==> config.mk <==
export PLATFORM = sky130hd
export DESIGN_NAME = spi_sram_target
export DESIGN_NICKNAME = d
export VERILOG_FILES = /design/src/rtl/spi_sram_target.sv
export SDC_FILE = /design/constraint.sdc
export NUM_CORES = 1
export LEC_CHECK = 0
export BUFFER_PORTS_ARGS = -buffer_cell sky130_fd_sc_hd__clkbuf_2
export CORE_MARGIN = 10
export CORE_UTILIZATION = 63
export DETAILED_ROUTE_END_ITERATION = 7
export PLACE_DENSITY = 0.75
export SYNTH_ARGS = -nofsm -noshare
export SYNTH_HDL_FRONTEND = slang
export SYNTH_SLANG_ARGS = --single-unit
==> constraint.sdc <==
create_clock -name i_clk -period 4.4 [get_ports i_clk]
set_input_delay 0.22 -clock i_clk [delete_from_list [all_inputs] [get_ports i_clk]]
set_output_delay 0.22 -clock i_clk [all_outputs]
set_load 0.01 [all_outputs]
==> src/rtl/spi_sram_target.sv <==
// spi_sram_target: SPI mode-0 responder serving a word-addressed 16-bit RAM.
// The CS/SCLK/MOSI pins are oversampled on i_clk. The block decodes READ and WRITE frames:
// an 8-bit command, a 16-bit word address, then 16-bit data words. Accesses auto-increment,
// so a frame can carry a sequential burst.
// Ports:
//   i_clk          oversampling clock (>= 8x SCLK)
//   i_rst_n        asynchronous reset, active low
//   i_spi_cs_n     chip select, active low, asynchronous
//   i_spi_clk      SCLK, mode 0, asynchronous
//   i_spi_mosi     serial data in, MSB first
//   o_spi_miso     serial data out, MSB first
//   o_spi_miso_oe  high while read data is being driven
//   o_frame_err    one-cycle pulse on an unknown command byte
//   o_word_done    one-cycle pulse per completed 16-bit data word
module spi_sram_target #(
  parameter int unsigned ADDR_BITS = 4,
  parameter logic [7:0]  CMD_READ  = 8'h03,
  parameter logic [7:0]  CMD_WRITE = 8'h02
) (
  input  logic i_clk,
  input  logic i_rst_n,
  input  logic i_spi_cs_n,
  input  logic i_spi_clk,
  input  logic i_spi_mosi,
  output logic o_spi_miso,
  output logic o_spi_miso_oe,
  output logic o_frame_err,
  output logic o_word_done
);

  localparam int unsigned DEPTH = 2 ** ADDR_BITS;

  localparam logic [2:0] ST_IDLE   = 3'd0;
  localparam logic [2:0] ST_CMD    = 3'd1;
  localparam logic [2:0] ST_ADDR   = 3'd2;
  localparam logic [2:0] ST_DATA   = 3'd3;
  localparam logic [2:0] ST_IGNORE = 3'd4;

  logic r_cs_meta, r_cs_sync;
  logic r_sclk_meta, r_sclk_sync, r_sclk_prev;
  logic r_mosi_meta, r_mosi_sync, r_mosi_d;
  logic r_rise, r_fall;

  logic [2:0]  r_state;
  logic [4:0]  r_bit_cnt;
  logic [15:0] r_shift_in;
  logic [15:0] r_shift_out;
  logic [15:0] r_addr;
  logic        r_is_read;
  logic        r_miso, r_miso_oe, r_frame_err, r_word_done;

  logic [15:0] r_mem [DEPTH];

  logic        w_sclk_rise, w_sclk_fall;
  logic [15:0] w_shift_next;
  logic [15:0] w_addr_next;
  logic        w_last_bit;
  logic        w_mem_we;

  // Edges are gated by the synchronised CS so that a rise coinciding with CS-high is dropped.
  assign w_sclk_rise  = r_sclk_sync & ~r_sclk_prev & ~r_cs_sync;
  assign w_sclk_fall  = ~r_sclk_sync & r_sclk_prev & ~r_cs_sync;
  assign w_shift_next = {r_shift_in[14:0], r_mosi_d};
  assign w_addr_next  = r_addr + 16'd1;
  assign w_last_bit   = (r_bit_cnt == 5'd15);
  assign w_mem_we     = (r_state == ST_DATA) & ~r_cs_sync & r_rise & ~r_is_read & w_last_bit;

  // Synchronisers plus a registered edge-detect stage; r_mosi_d keeps data aligned with r_rise.
  always_ff @(posedge i_clk or negedge i_rst_n) begin
    if (!i_rst_n) begin
      r_cs_meta   <= 1'b1;
      r_cs_sync   <= 1'b1;
      r_sclk_meta <= 1'b0;
      r_sclk_sync <= 1'b0;
      r_sclk_prev <= 1'b0;
      r_mosi_meta <= 1'b0;
      r_mosi_sync <= 1'b0;
      r_mosi_d    <= 1'b0;
      r_rise      <= 1'b0;
      r_fall      <= 1'b0;
    end else begin
      r_cs_meta   <= i_spi_cs_n;
      r_cs_sync   <= r_cs_meta;
      r_sclk_meta <= i_spi_clk;
      r_sclk_sync <= r_sclk_meta;
      r_sclk_prev <= r_sclk_sync;
      r_mosi_meta <= i_spi_mosi;
      r_mosi_sync <= r_mosi_meta;
      r_mosi_d    <= r_mosi_sync;
      r_rise      <= w_sclk_rise;
      r_fall      <= w_sclk_fall;
    end
  end

  // Memory contents are deliberately not reset.
  always_ff @(posedge i_clk) begin
    if (w_mem_we) r_mem[r_addr[ADDR_BITS-1:0]] <= w_shift_next;
  end

  always_ff @(posedge i_clk or negedge i_rst_n) begin
    if (!i_rst_n) begin
      r_state     <= ST_IDLE;
      r_bit_cnt   <= 5'd0;
      r_shift_in  <= 16'd0;
      r_shift_out <= 16'd0;
      r_addr      <= 16'd0;
      r_is_read   <= 1'b0;
      r_miso      <= 1'b0;
      r_miso_oe   <= 1'b0;
      r_frame_err <= 1'b0;
      r_word_done <= 1'b0;
    end else begin
      r_frame_err <= 1'b0;
      r_word_done <= 1'b0;
      if (r_cs_sync) begin
        r_state   <= ST_IDLE;
        r_miso    <= 1'b0;
        r_miso_oe <= 1'b0;
      end else begin
        case (r_state)
          ST_IDLE: begin
            r_bit_cnt <= 5'd0;
            r_state   <= ST_CMD;
          end
          ST_CMD: begin
            if (r_rise) begin
              r_shift_in <= w_shift_next;
              r_bit_cnt  <= r_bit_cnt + 5'd1;
              if (r_bit_cnt == 5'd7) begin
                r_bit_cnt <= 5'd0;
                if (w_shift_next[7:0] == CMD_READ || w_shift_next[7:0] == CMD_WRITE) begin
                  r_is_read <= (w_shift_next[7:0] == CMD_READ);
                  r_state   <= ST_ADDR;
                end else begin
                  r_frame_err <= 1'b1;
                  r_state     <= ST_IGNORE;
                end
              end
            end
          end
          ST_ADDR: begin
            if (r_rise) begin
              r_shift_in <= w_shift_next;
              r_bit_cnt  <= r_bit_cnt + 5'd1;
              if (w_last_bit) begin
                r_addr    <= w_shift_next;
                r_bit_cnt <= 5'd0;
                r_state   <= ST_DATA;
                r_miso_oe <= r_is_read;
                if (r_is_read) r_shift_out <= r_mem[w_shift_next[ADDR_BITS-1:0]];
              end
            end
          end
          ST_DATA: begin
            r_miso_oe <= r_is_read;
            if (r_rise) begin
              r_shift_in <= w_shift_next;
              r_bit_cnt  <= r_bit_cnt + 5'd1;
              if (w_last_bit) begin
                r_bit_cnt   <= 5'd0;
                r_word_done <= 1'b1;
                r_addr      <= w_addr_next;
                // Prefetch the next word so its MSB is ready on the following fall.
                if (r_is_read) r_shift_out <= r_mem[w_addr_next[ADDR_BITS-1:0]];
              end
            end else if (r_fall && r_is_read) begin
              r_miso      <= r_shift_out[15];
              r_shift_out <= {r_shift_out[14:0], 1'b0};
            end
          end
          ST_IGNORE: begin
            r_miso_oe <= 1'b0;
          end
          default: r_state <= ST_IDLE;
        endcase
      end
    end
  end

  assign o_spi_miso    = r_miso;
  assign o_spi_miso_oe = r_miso_oe;
  assign o_frame_err   = r_frame_err;
  assign o_word_done   = r_word_done;

endmodule

==> results.py, run 1 <==
metrics = {
    "run_status": {
        "outcome": "complete, no violations",
    },
    "power_and_ir_drop": {
        "p_int_mw": 4.96,
        "pwr-share-clk": 0.416,
        "seqPwrFrac": 0.525,
        "swShare": 0.222,
        "netSwitchingPower_mw": 1.42,
        "peakVddDrop_v": 0.000349,
        "power_frac_comb": 0.059,
        "cellPowerDensity_nw_per_um2": 399,
        "finalPower_mw": 6.37,
        "p_leak_nw": 5.28,
    },
    "global_routing": {
        "antenna_found_initial": 0,
        "overflow": 0,
        "grt_max_degree": 56,
        "grt_usage": 0.251,
        "grt_pass1_vias": 9250,
        "grt_pass1_wl_mm": 55.0,
    },
    "drt": {
        "wl_mm": 36.1,
        "drcViolationCount": 0,
        "drtAntennaViolNets": 0,
        "drt-vias-per-instance": 7.19,
        "avgRoutedWirePerCell_um": 28.3,
        "via_count": 9178,
        "firstDrtPassIters": 6,
        "first_iter_violations": 1253,
    },
    "die": {
        "rows": 55,
        "core_area_sq_um": 22600,
        "die_h_um": 172,
        "dieArea_sq_um": 29400,
        "pin_count": 9,
        "start_util": 0.639,
        "die_w_um": 172,
    },
    "setup_path": {
        "path_delay_family": "simple AND/OR/NAND/NOR gates",
        "critPathMaxFanout": 42,
        "critPathMaxStageDelay_ns": 0.90,
        "crit_type": "register to register",
        "startpoint_type": "register",
        "path_depth": 7,
        "crit_required_ns": 4.83,
        "path_buf_inv": 2,
        "endpoint_kind": "register",
        "rr_worst_depth": 7,
        "crit_slowest_cell": "nor2b_2",
        "reg2reg_slack_ns": 1.18,
        "worstPathCellList": "buf_4 > inv_1 > ha_1 > nor2b_2 > a32oi_1 > nand4_1 > a31oi_1",
        "arrival_ns": 3.65,
    },
    "yosys": {
        "synth_warnings": 0,
        "synthFlopType": "edfxtp_1",
        "synth_area_leader_cell": "edfxtp_1",
        "ys_ff_latch": 314,
        "yosysMostFrequentCell": "edfxtp_1",
        "synth_edf_count": 256,
        "synthTopCellsByArea": "edfxtp_1 (53%), mux4_2 (15%), dfrtp_1 (9.7%)",
        "syn-num-nets": 972,
        "syn_area_per_cell_sq_um": 15.1,
        "synth_top_area_frac": 0.532,
        "synthCells": 960,
        "ys_top_cells_by_count": "edfxtp_1 (256), nand2_1 (124), mux4_2 (98)",
        "yosysSeqAreaShare": 0.632,
        "async_reset_ff_frac": 0.185,
        "yosysUniqueCellTypes": 47,
        "synth_area_sq_um": 14500,
    },
    "timing": {
        "hold_violations": 0,
        "period_minus_slack_ns": 3.22,
        "tightest_slew_ns": 1.05,
        "finalSetupViolCount": 0,
        "clock_skew_ns": 0.0244,
        "max_freq_ghz": 0.311,
        "fin_crit_sh": 0.731,
        "maxSlewViolCount": 0,
        "timing.setup.tns_ns": 0,
        "rsz0062_at_grt": "false",
        "relSlewSlack": 0.300,
        "hold_ws_ns": 0.190,
    },
    "clocking": {
        "cts-buffers-inserted": 31,
        "cts_tree": "built",
        "cts_sinks": 314,
        "ctsResizeCount": 0,
        "clkSlewWorstSetupHoldPaths_ns": 0.06,
        "h-tree-depth": 1,
        "clock_latency_ns": 0.58,
        "root_buffer": "clkbuf_16",
        "cts_max_path_buffers": 3,
    },
    "final_layout": {
        "postLayoutCoreUtil": 0.705,
        "antenna_cells": 0,
        "multi_input_area_sq_um": 5040,
        "ff_latch_area_sq_um": 9150,
        "fin_cells": 1276,
        "fillers": 1438,
        "drive_above_1_share": 0.233,
        "nets": 978,
        "syn_to_final_growth_pct": 10.4,
    },
    "placement": {
        "gp_congestion": 0.875,
        "hpwl_mm": 21.3,
        "io_buffers": 8,
        "dpl.cell_count": 1214,
    },
    "worst_hold_path": {
        "min_path_type": "primary input to async pin",
    },
    "flow_run": {
        "cap_violations": 0,
    },
}
==> power groups by stage <==
stage	Clock [mW]	Combinational [mW]	Sequential (mW)
after detailed placement	0	0.374	3.41
after CTS	2.68	0.378	3.35
after global routing	2.80	0.405	3.35
after floorplan	0	0.359	3.31
final	2.65	0.378	3.34
after global placement	0	0.368	3.41
==> cell usage in the layout (no fill, tap or decap), drive strengths merged, types with 3 or more instances in the layout <==
cell / Yosys / final
a31oi: 44 / 44
nand2b: 4 / 4
mux2: 16 / 16
nor3: 8 / 8
inv: 5 / 6
bufinv: 0 / 4
mux2i: 35 / 35
clkinvlp: 0 / 4
nand4: 61 / 61
and2: 3 / 3
clkbuf: 46 / 42
a32oi: 15 / 15
nand3: 38 / 38
mux4: 98 / 98
nor2: 56 / 56
edfxtp: 256 / 256
dfrtp: 56 / 56
nor2b: 4 / 4
dlygate4sd3: 0 / 4
a21oi: 7 / 7
a2111oi: 3 / 3
nor3b: 4 / 4
nor4: 4 / 4
ha: 7 / 7
o21ai: 10 / 10
clkinv: 1 / 15
nand2: 124 / 124
nand3b: 3 / 3
buf: 31 / 39
==> flip-flops by register name, summed over array words and instances (netlist names), 3 cells and up <==
register / count
r_mem: 256
r_shift_out: 16
r_addr: 4
r_shift_in: 15
r_bit_cnt: 5
r_state: 3
==> worst register-to-register path, stage by stage (launching register included) <==
cell and delay, ns:
dfrtp_2 0.36, buf_4 0.61, inv_1 0.19, ha_1 0.50, nor2b_2 0.90, a32oi_1 0.27, nand4_1 0.18, a31oi_1 0.09
==> timing repair <==
item | CTS | global route
buffers inserted | 0 | 0
hold buffers | 4 | 0
hold endpoints to repair | 27 | 0
==> worst paths after layout <==
kind | to | startpoint
setup reg to reg | r_shift_out[6] | r_addr[0]
max in group asynchronous | r_shift_in[0] | i_rst_n
hold reg to reg | r_mosi_d | r_mosi_sync
setup / recovery | r_shift_out[6] | r_addr[0]
min in group i_clk | r_cs_meta | i_spi_cs_n
hold / removal | r_addr[1] | i_rst_n
==> stage by stage <==
stage	worst slack, ns	cell area (sq um)
6_report	1.18	16000
5_1_grt	0.992	16000
4_1_cts	1.22	16000
3_5_place_dp	1.22	14900
3_3_place_gp	1.40	14900
2_1_floorplan	1.29	14500
==> cells by family (layout without fill, tap and decap cells) <==
logic type | after synthesis | after routing | share of synthesized area
simple gates | 315 | 315 | 0.103
mux | 149 | 149 | 0.189
flops | 314 | 314 | 0.632
fa+ha+maj | 7 | 7 | 0.00606
buf+inv | 83 | 114 | 0.0259
compound gates | 88 | 88 | 0.0410
xor+xnor | 4 | 4 | 0.00294
==> final cells by class <==
type / instances / share of cell area
Sequential cell: 314 / 0.573
Multi-Input combinational cell: 563 / 0.316
Tap cell: 285 / 0.0223
Inverter: 6 / 0.00141
Clock inverter: 23 / 0.0150
Timing Repair Buffer: 50 / 0.0229
Clock buffer: 35 / 0.0495
==> routing by layer <==
layer | wire, um | global-route usage | part of all wire
met1 | 13200 | 0.318 | 0.36
met2 | 17800 | 0.415 | 0.49
met3 | 3440 | 0.0465 | 0.095
met4 | 1710 | 0.110 | 0.047
met5 | 0 | 0 | 0
Power figures use the tool's default switching activity.
==> run 2: changes to the inputs <==
--- a/config.mk
+++ b/config.mk
@@ -5,11 +5,12 @@
 export SDC_FILE = /design/constraint.sdc
 export NUM_CORES = 1
 export LEC_CHECK = 0
+export ABC_AREA = 1
 export BUFFER_PORTS_ARGS = -buffer_cell sky130_fd_sc_hd__clkbuf_2
 export CORE_MARGIN = 10
-export CORE_UTILIZATION = 63
+export CORE_UTILIZATION = 58
 export DETAILED_ROUTE_END_ITERATION = 7
-export PLACE_DENSITY = 0.75
+export PLACE_DENSITY = 0.73
 export SYNTH_ARGS = -nofsm -noshare
 export SYNTH_HDL_FRONTEND = slang
 export SYNTH_SLANG_ARGS = --single-unit
==> constraint.sdc (replaced) <==
create_clock -name i_clk -period 2.96 [get_ports i_clk]
set_input_delay 0.148 -clock i_clk [delete_from_list [all_inputs] [get_ports i_clk]]
set_output_delay 0.148 -clock i_clk [all_outputs]
set_load 0.01 [all_outputs]
==> run 2 against run 1 <==
  * Non-clock buffer count rose by 11
  * Sequential cell count unchanged
  * Area after synthesis grew 14%
  * Clock skew fell by 0.0016 ns
  * Hold slack gained 0.061 ns
==> results.py, run 2 <==
metrics = {
    "placement": {
        "dpl.cell_count": 2347,
        "gp_congestion": 0.948,
        "hpwl_mm": 29.1,
        "io_buffers": 8,
    },
    "yosys": {
        "synthFlopType": "edfxtp_1",
        "synth_top_area_frac": 0.466,
        "synth_area_leader_cell": "edfxtp_1",
        "syn_area_per_cell_sq_um": 8.15,
        "synthCells": 2024,
        "yosysSeqAreaShare": 0.554,
        "synthTopCellsByArea": "edfxtp_1 (47%), nand2_1 (16%), nand3_1 (12%)",
        "yosysMostFrequentCell": "nand2_1",
        "yosysUniqueCellTypes": 33,
        "ys_ff_latch": 314,
        "syn-num-nets": 2036,
        "async_reset_ff_frac": 0.185,
        "ys_top_cells_by_count": "nand2_1 (713), nand3_1 (401), inv_1 (313)",
        "synth_warnings": 0,
        "synth_edf_count": 256,
        "synth_area_sq_um": 16500,
    },
    "drt": {
        "first_iter_violations": 1800,
        "avgRoutedWirePerCell_um": 19.5,
        "wl_mm": 47.0,
        "firstDrtPassIters": 6,
        "drcViolationCount": 0,
        "drt-vias-per-instance": 5.73,
        "via_count": 13800,
        "drtAntennaViolNets": 0,
    },
    "setup_path": {
        "worstPathCellList": "ha_1 > nand2_1 > nor2_1 > ha_1 > inv_1 > nor4_4 > nand2_1 > nor2_2 > buf_12",
        "startpoint_type": "register",
        "crit_required_ns": 3.20,
        "critPathMaxStageDelay_ns": 0.43,
        "critPathMaxFanout": 12,
        "crit_slowest_cell": "nor4_4",
        "arrival_ns": 2.90,
        "crit_type": "register to register",
        "endpoint_kind": "register",
    },
    "timing": {
        "clock_skew_ns": 0.0228,
        "timing.setup.tns_ns": 0,
        "tightest_slew_ns": 0.986,
        "period_minus_slack_ns": 2.66,
        "rsz0062_at_grt": "false",
        "hold_ws_ns": 0.251,
        "maxSlewViolCount": 0,
        "hold_violations": 0,
        "max_freq_ghz": 0.376,
        "finalSetupViolCount": 0,
        "relSlewSlack": 0.343,
        "fin_crit_sh": 0.898,
    },
    "clocking": {
        "clkSlewWorstSetupHoldPaths_ns": 0.06,
        "h-tree-depth": 2,
        "cts_tree": "built",
        "cts_sinks": 314,
        "cts-buffers-inserted": 35,
        "post_cts_buffers": 0,
        "clock_latency_ns": 0.53,
        "root_buffer": "clkbuf_16",
        "cts_max_path_buffers": 3,
    },
    "final_layout": {
        "fin_cells": 2411,
        "syn_to_final_growth_pct": 11.5,
        "antenna_cells": 0,
        "drive_above_1_share": 0.0807,
        "layout_commonest_cell": "nand2_1",
        "mostFrequentLayoutCells": "nand2_1 (713), nand3_1 (401), inv_1 (310)",
        "fillers": 2323,
        "nets": 2022,
        "largest_reg_flops": 256,
    },
    "global_routing": {
        "grt_pass1_vias": 13400,
        "busiest_layer": "met2",
        "grt_usage": 0.261,
        "grt_use_met1": 0.333,
        "grt_pass1_wl_mm": 73.5,
        "antenna_found_initial": 0,
        "met3_usage": 0.0379,
        "overflow": 0,
        "grtUsageMet2": 0.421,
        "grt_max_degree": 156,
    },
    "run_status": {
        "outcome": "complete, no violations",
    },
    "power_and_ir_drop": {
        "peakVddDrop_v": 0.000736,
        "p_leak_nw": 8.39,
        "finalPower_mw": 12.9,
        "cellPowerDensity_nw_per_um2": 702,
    },
    "die": {
        "die_h_um": 189,
        "dieArea_sq_um": 35600,
        "core_area_sq_um": 27900,
        "start_util": 0.590,
        "pin_count": 9,
        "rows": 61,
        "die_w_um": 189,
    },
    "worst_hold_path": {
        "min_path_type": "primary input to async pin",
    },
    "flow_run": {
        "cap_violations": 0,
    },
}
run 2: worst paths after layout:
kind,startpoint,to,slack [ns],cells past startpoint
setup / recovery,r_bit_cnt[0],r_mem[1][10],0.30,9
hold / removal,i_rst_n,r_fall,0.25,2
hold reg to reg,r_sclk_meta,r_sclk_sync,0.35,0
min in group i_clk,i_spi_cs_n,r_cs_meta,0.26,2
setup reg to reg,r_bit_cnt[0],r_mem[1][10],0.30,9
max in group asynchronous,i_rst_n,r_shift_in[0],2.05,3
run 2: critical path, delay by kind of cell, from the launching register on:
kind | cells | cell delay (ns)
fa+ha+maj | 2 | 0.39
buf+inv | 2 | 0.31
flops | 1 | 0.40
simple gates | 5 | 1.27
run 2: final cells by class:
| class | instances | area [sq um] | area share |
|---|---|---|---|
| clock inverters | 18 | 295 | 0.0161 |
| repair buffers | 61 | 611 | 0.0332 |
| flip-flops and latches | 314 | 9150 | 0.498 |
| inverters | 323 | 1210 | 0.0661 |
| multi-input cells | 1275 | 5660 | 0.308 |
| clock buffers | 42 | 986 | 0.0536 |
| well taps | 378 | 473 | 0.0257 |
run 2: per-stage QoR:
stage / instance area (sq um) / setup WS (ns) / util
4_1_cts: 18400 / 0.303 / 0.658
6_report: 18400 / 0.302 / 0.658
3_3_place_gp: 17100 / 0.397 / 0.611
2_1_floorplan: 16500 / 0.387 / -
5_1_grt: 18400 / 0.150 / 0.658
3_5_place_dp: 17100 / 0.297 / 0.611
run 2: routing by layer:
| layer | part of all wire | vias up |
|---|---|---|
| met3 | 0.095 | 176 |
| met1 | 0.38 | 6403 |
| met5 | 0 | - |
| met4 | 0.058 | 0 |
| li1 | - | 6421 |
| met2 | 0.46 | 826 |
run 2: logic make-up after synthesis:
group | Yosys count | synth area share
flops | 314 | 0.554
buf+inv | 435 | 0.106
mux | 1 | 0.000683
simple gates | 1194 | 0.307
xor+xnor | 3 | 0.00250
compound gates | 70 | 0.0244
fa+ha+maj | 7 | 0.00531
run 2: where the power goes:
group	switching, mW	internal (mW)	total [mW]
Combinational	1.67	0.685	2.35
Sequential	0.504	5.26	5.76
Clock	1.80	3.00	4.80
run 2: what timing repair did:
action / 4_1_cts / 5_1_grt
hold buffers: 4 / 0
gates resized for setup: 0 / 0
endpoints found under the hold margin: 32 / 0
==> run 3: changes to the inputs <==
--- a/config.mk
+++ b/config.mk
@@ -7,10 +7,12 @@
 export LEC_CHECK = 0
 export ABC_AREA = 1
 export BUFFER_PORTS_ARGS = -buffer_cell sky130_fd_sc_hd__clkbuf_2
+export CAP_MARGIN = 40
 export CORE_MARGIN = 10
 export CORE_UTILIZATION = 58
 export DETAILED_ROUTE_END_ITERATION = 7
 export PLACE_DENSITY = 0.73
+export SETUP_SLACK_MARGIN = 0.5
 export SYNTH_ARGS = -nofsm -noshare
 export SYNTH_HDL_FRONTEND = slang
 export SYNTH_SLANG_ARGS = --single-unit
==> run 3 against run 2 <==
  * Clock skew down 0.0070 ns
  * Sequential power hardly changed
  * Global-route usage increased by 0.31 points
  * Clock power is 5.6% lower
  * Non-clock buffer count up 2
  * Largest power group unchanged
==> results.py, run 3 (synthesis gave the netlist of run 2 again) <==
metrics = {
    "setup_path": {
        "arrival_ns": 2.55,
        "endpoint_kind": "register",
        "critPathMaxFanout": 16,
        "r2r_end": "r_mem[6][13]",
        "startpoint_type": "register",
        "crit_type": "register to register",
        "reg2reg_slack_ns": 0.62,
        "rr_worst_depth": 10,
        "r2r_start": "r_bit_cnt[0]",
        "crit_required_ns": 3.17,
    },
    "power_and_ir_drop": {
        "swShare": 0.310,
        "power_frac_comb": 0.187,
        "peakVddDrop_v": 0.000816,
        "pwr-share-clk": 0.358,
        "p_leak_nw": 8.38,
        "seqPwrFrac": 0.455,
        "netSwitchingPower_mw": 3.93,
        "p_int_mw": 8.72,
        "cellPowerDensity_nw_per_um2": 688,
    },
    "timing": {
        "period_minus_slack_ns": 2.34,
        "tightest_slew_ns": 0.884,
        "max_freq_ghz": 0.428,
        "hold_violations": 0,
        "relSlewSlack": 0.411,
        "timing.setup.tns_ns": 0,
        "rsz0062_at_grt": "true",
        "fin_ws_ns": 0.625,
        "finalSetupViolCount": 0,
        "hold_ws_ns": 0.279,
        "fin_crit_sh": 0.789,
        "clock_skew_ns": 0.0158,
        "maxSlewViolCount": 0,
    },
    "final_layout": {
        "layout_commonest_cell": "nand2_1",
        "mostFrequentLayoutCells": "nand2_1 (711), nand3_1 (401), inv_1 (310)",
        "antenna_cells": 0,
        "nets": 2025,
        "fillers": 2288,
        "largest_reg_flops": 256,
        "postLayoutCoreUtil": 0.658,
        "drive_above_1_share": 0.0815,
        "syn_to_final_growth_pct": 11.5,
    },
    "worst_hold_path": {
        "min_path_type": "primary input to async pin",
    },
    "clocking": {
        "h-tree-depth": 2,
        "clkSlewWorstSetupHoldPaths_ns": 0.07,
        "clock_latency_ns": 0.51,
        "root_buffer": "clkbuf_16",
        "cts_tree": "built",
        "cts_max_path_buffers": 3,
        "cts-buffers-inserted": 36,
        "cts_sinks": 314,
    },
    "die": {
        "die_w_um": 189,
        "core_area_sq_um": 27900,
        "pin_count": 9,
        "die_h_um": 189,
        "rows": 61,
        "start_util": 0.590,
        "dieArea_sq_um": 35600,
    },
    "drt": {
        "avgRoutedWirePerCell_um": 19.6,
        "via_count": 13900,
        "drcViolationCount": 0,
        "drtAntennaViolNets": 0,
        "firstDrtPassIters": 6,
        "drt-vias-per-instance": 5.77,
        "first_iter_violations": 1901,
        "wl_mm": 47.4,
    },
    "placement": {
        "dp_slack_ns": 0.309,
        "gp_congestion": 0.948,
        "io_buffers": 8,
        "hpwl_mm": 29.2,
    },
    "global_routing": {
        "antenna_found_initial": 0,
        "overflow": 0,
        "grt_max_degree": 156,
        "grt_usage": 0.264,
        "grt_pass1_wl_mm": 74.4,
        "grt_pass1_vias": 13600,
    },
    "run_status": {
        "outcome": "complete, no violations",
    },
    "flow_run": {
        "cap_violations": 0,
    },
}
-- run 3: cell count changes in the layout (fill, tap and decap cells not counted), sizes merged --
cell / change
clkinv: +3
bufinv: -2
inv: -1
clkbuf: -1
buf: +2
clkinvlp: +2
-- run 3: through the flow --
| stage | instance area, sq um | power [mW] | std cells |
|---|---|---|---|
| detailed placement | 17100 | 8.13 | 2348 |
| finish | 18400 | 12.7 | 2414 |
| global route | 18400 | 13.1 | 2414 |
| floorplan | 16500 | 7.07 | 2024 |
| global placement | 17100 | 8.09 | 2347 |
| CTS | 18400 | 12.6 | 2414 |
-- run 3: power groups by stage --
stage | Clock [mW] | Sequential (mW) | Combinational, mW
2_1_floorplan | 0 | 5.59 | 1.48
3_3_place_gp | 0 | 5.82 | 2.27
3_5_place_dp | 0 | 5.84 | 2.29
4_1_cts | 4.57 | 5.74 | 2.31
5_1_grt | 4.76 | 5.77 | 2.60
6_report | 4.53 | 5.76 | 2.37
-- run 3: worst max-delay path by stage --
stage                            start              to  cells past startpoint
after floorplan           r_bit_cnt[0]     r_mem[0][0]                      8
after global placement    r_bit_cnt[0]     r_mem[1][6]                      9
after detailed placement  r_bit_cnt[0]     r_mem[1][7]                      9
after CTS                    r_addr[0]  r_shift_out[0]                     12
after global routing      r_bit_cnt[0]    r_mem[6][10]                     10
final                     r_bit_cnt[0]    r_mem[6][13]                     10
-- run 3: critical path, stage by stage (launching register included) --
cell     delay (ns)
dfrtp_1        0.39
ha_1           0.18
nand2_1        0.08
nor2_1         0.15
ha_1           0.20
inv_1          0.12
nor4_4         0.14
buf_4          0.19
nand2_1        0.16
nor2_2         0.23
buf_12         0.19
-- run 3: layout make-up --
cell class              count  area (sq um)  area share
clock buffers              41           971      0.0528
inverters                 323          1220      0.0662
repair buffers             63           664      0.0361
clock inverters            20           236      0.0129
multi-input cells        1275          5670       0.309
well taps                 378           473      0.0257
flip-flops and latches    314          9150       0.498
-- run 3: routing by layer --
layer | GRT usage | up-vias | wire (um) | share of wire
met4 | 0.164 | 0 | 3020 | 0.064
met5 | 0 | - | 0 | 0
met3 | 0.0428 | 185 | 4590 | 0.097
li1 | - | 6437 | - | -
met2 | 0.414 | 858 | 21600 | 0.45
met1 | 0.338 | 6441 | 18200 | 0.38
-- run 3: timing repair --
item	in CTS	in global routing
hold buffers	4	0
endpoints found under the setup margin	253	89
setup buffers	1	0
resized for setup	3	9
pin swaps	1	0
endpoints found under the hold margin	32	0
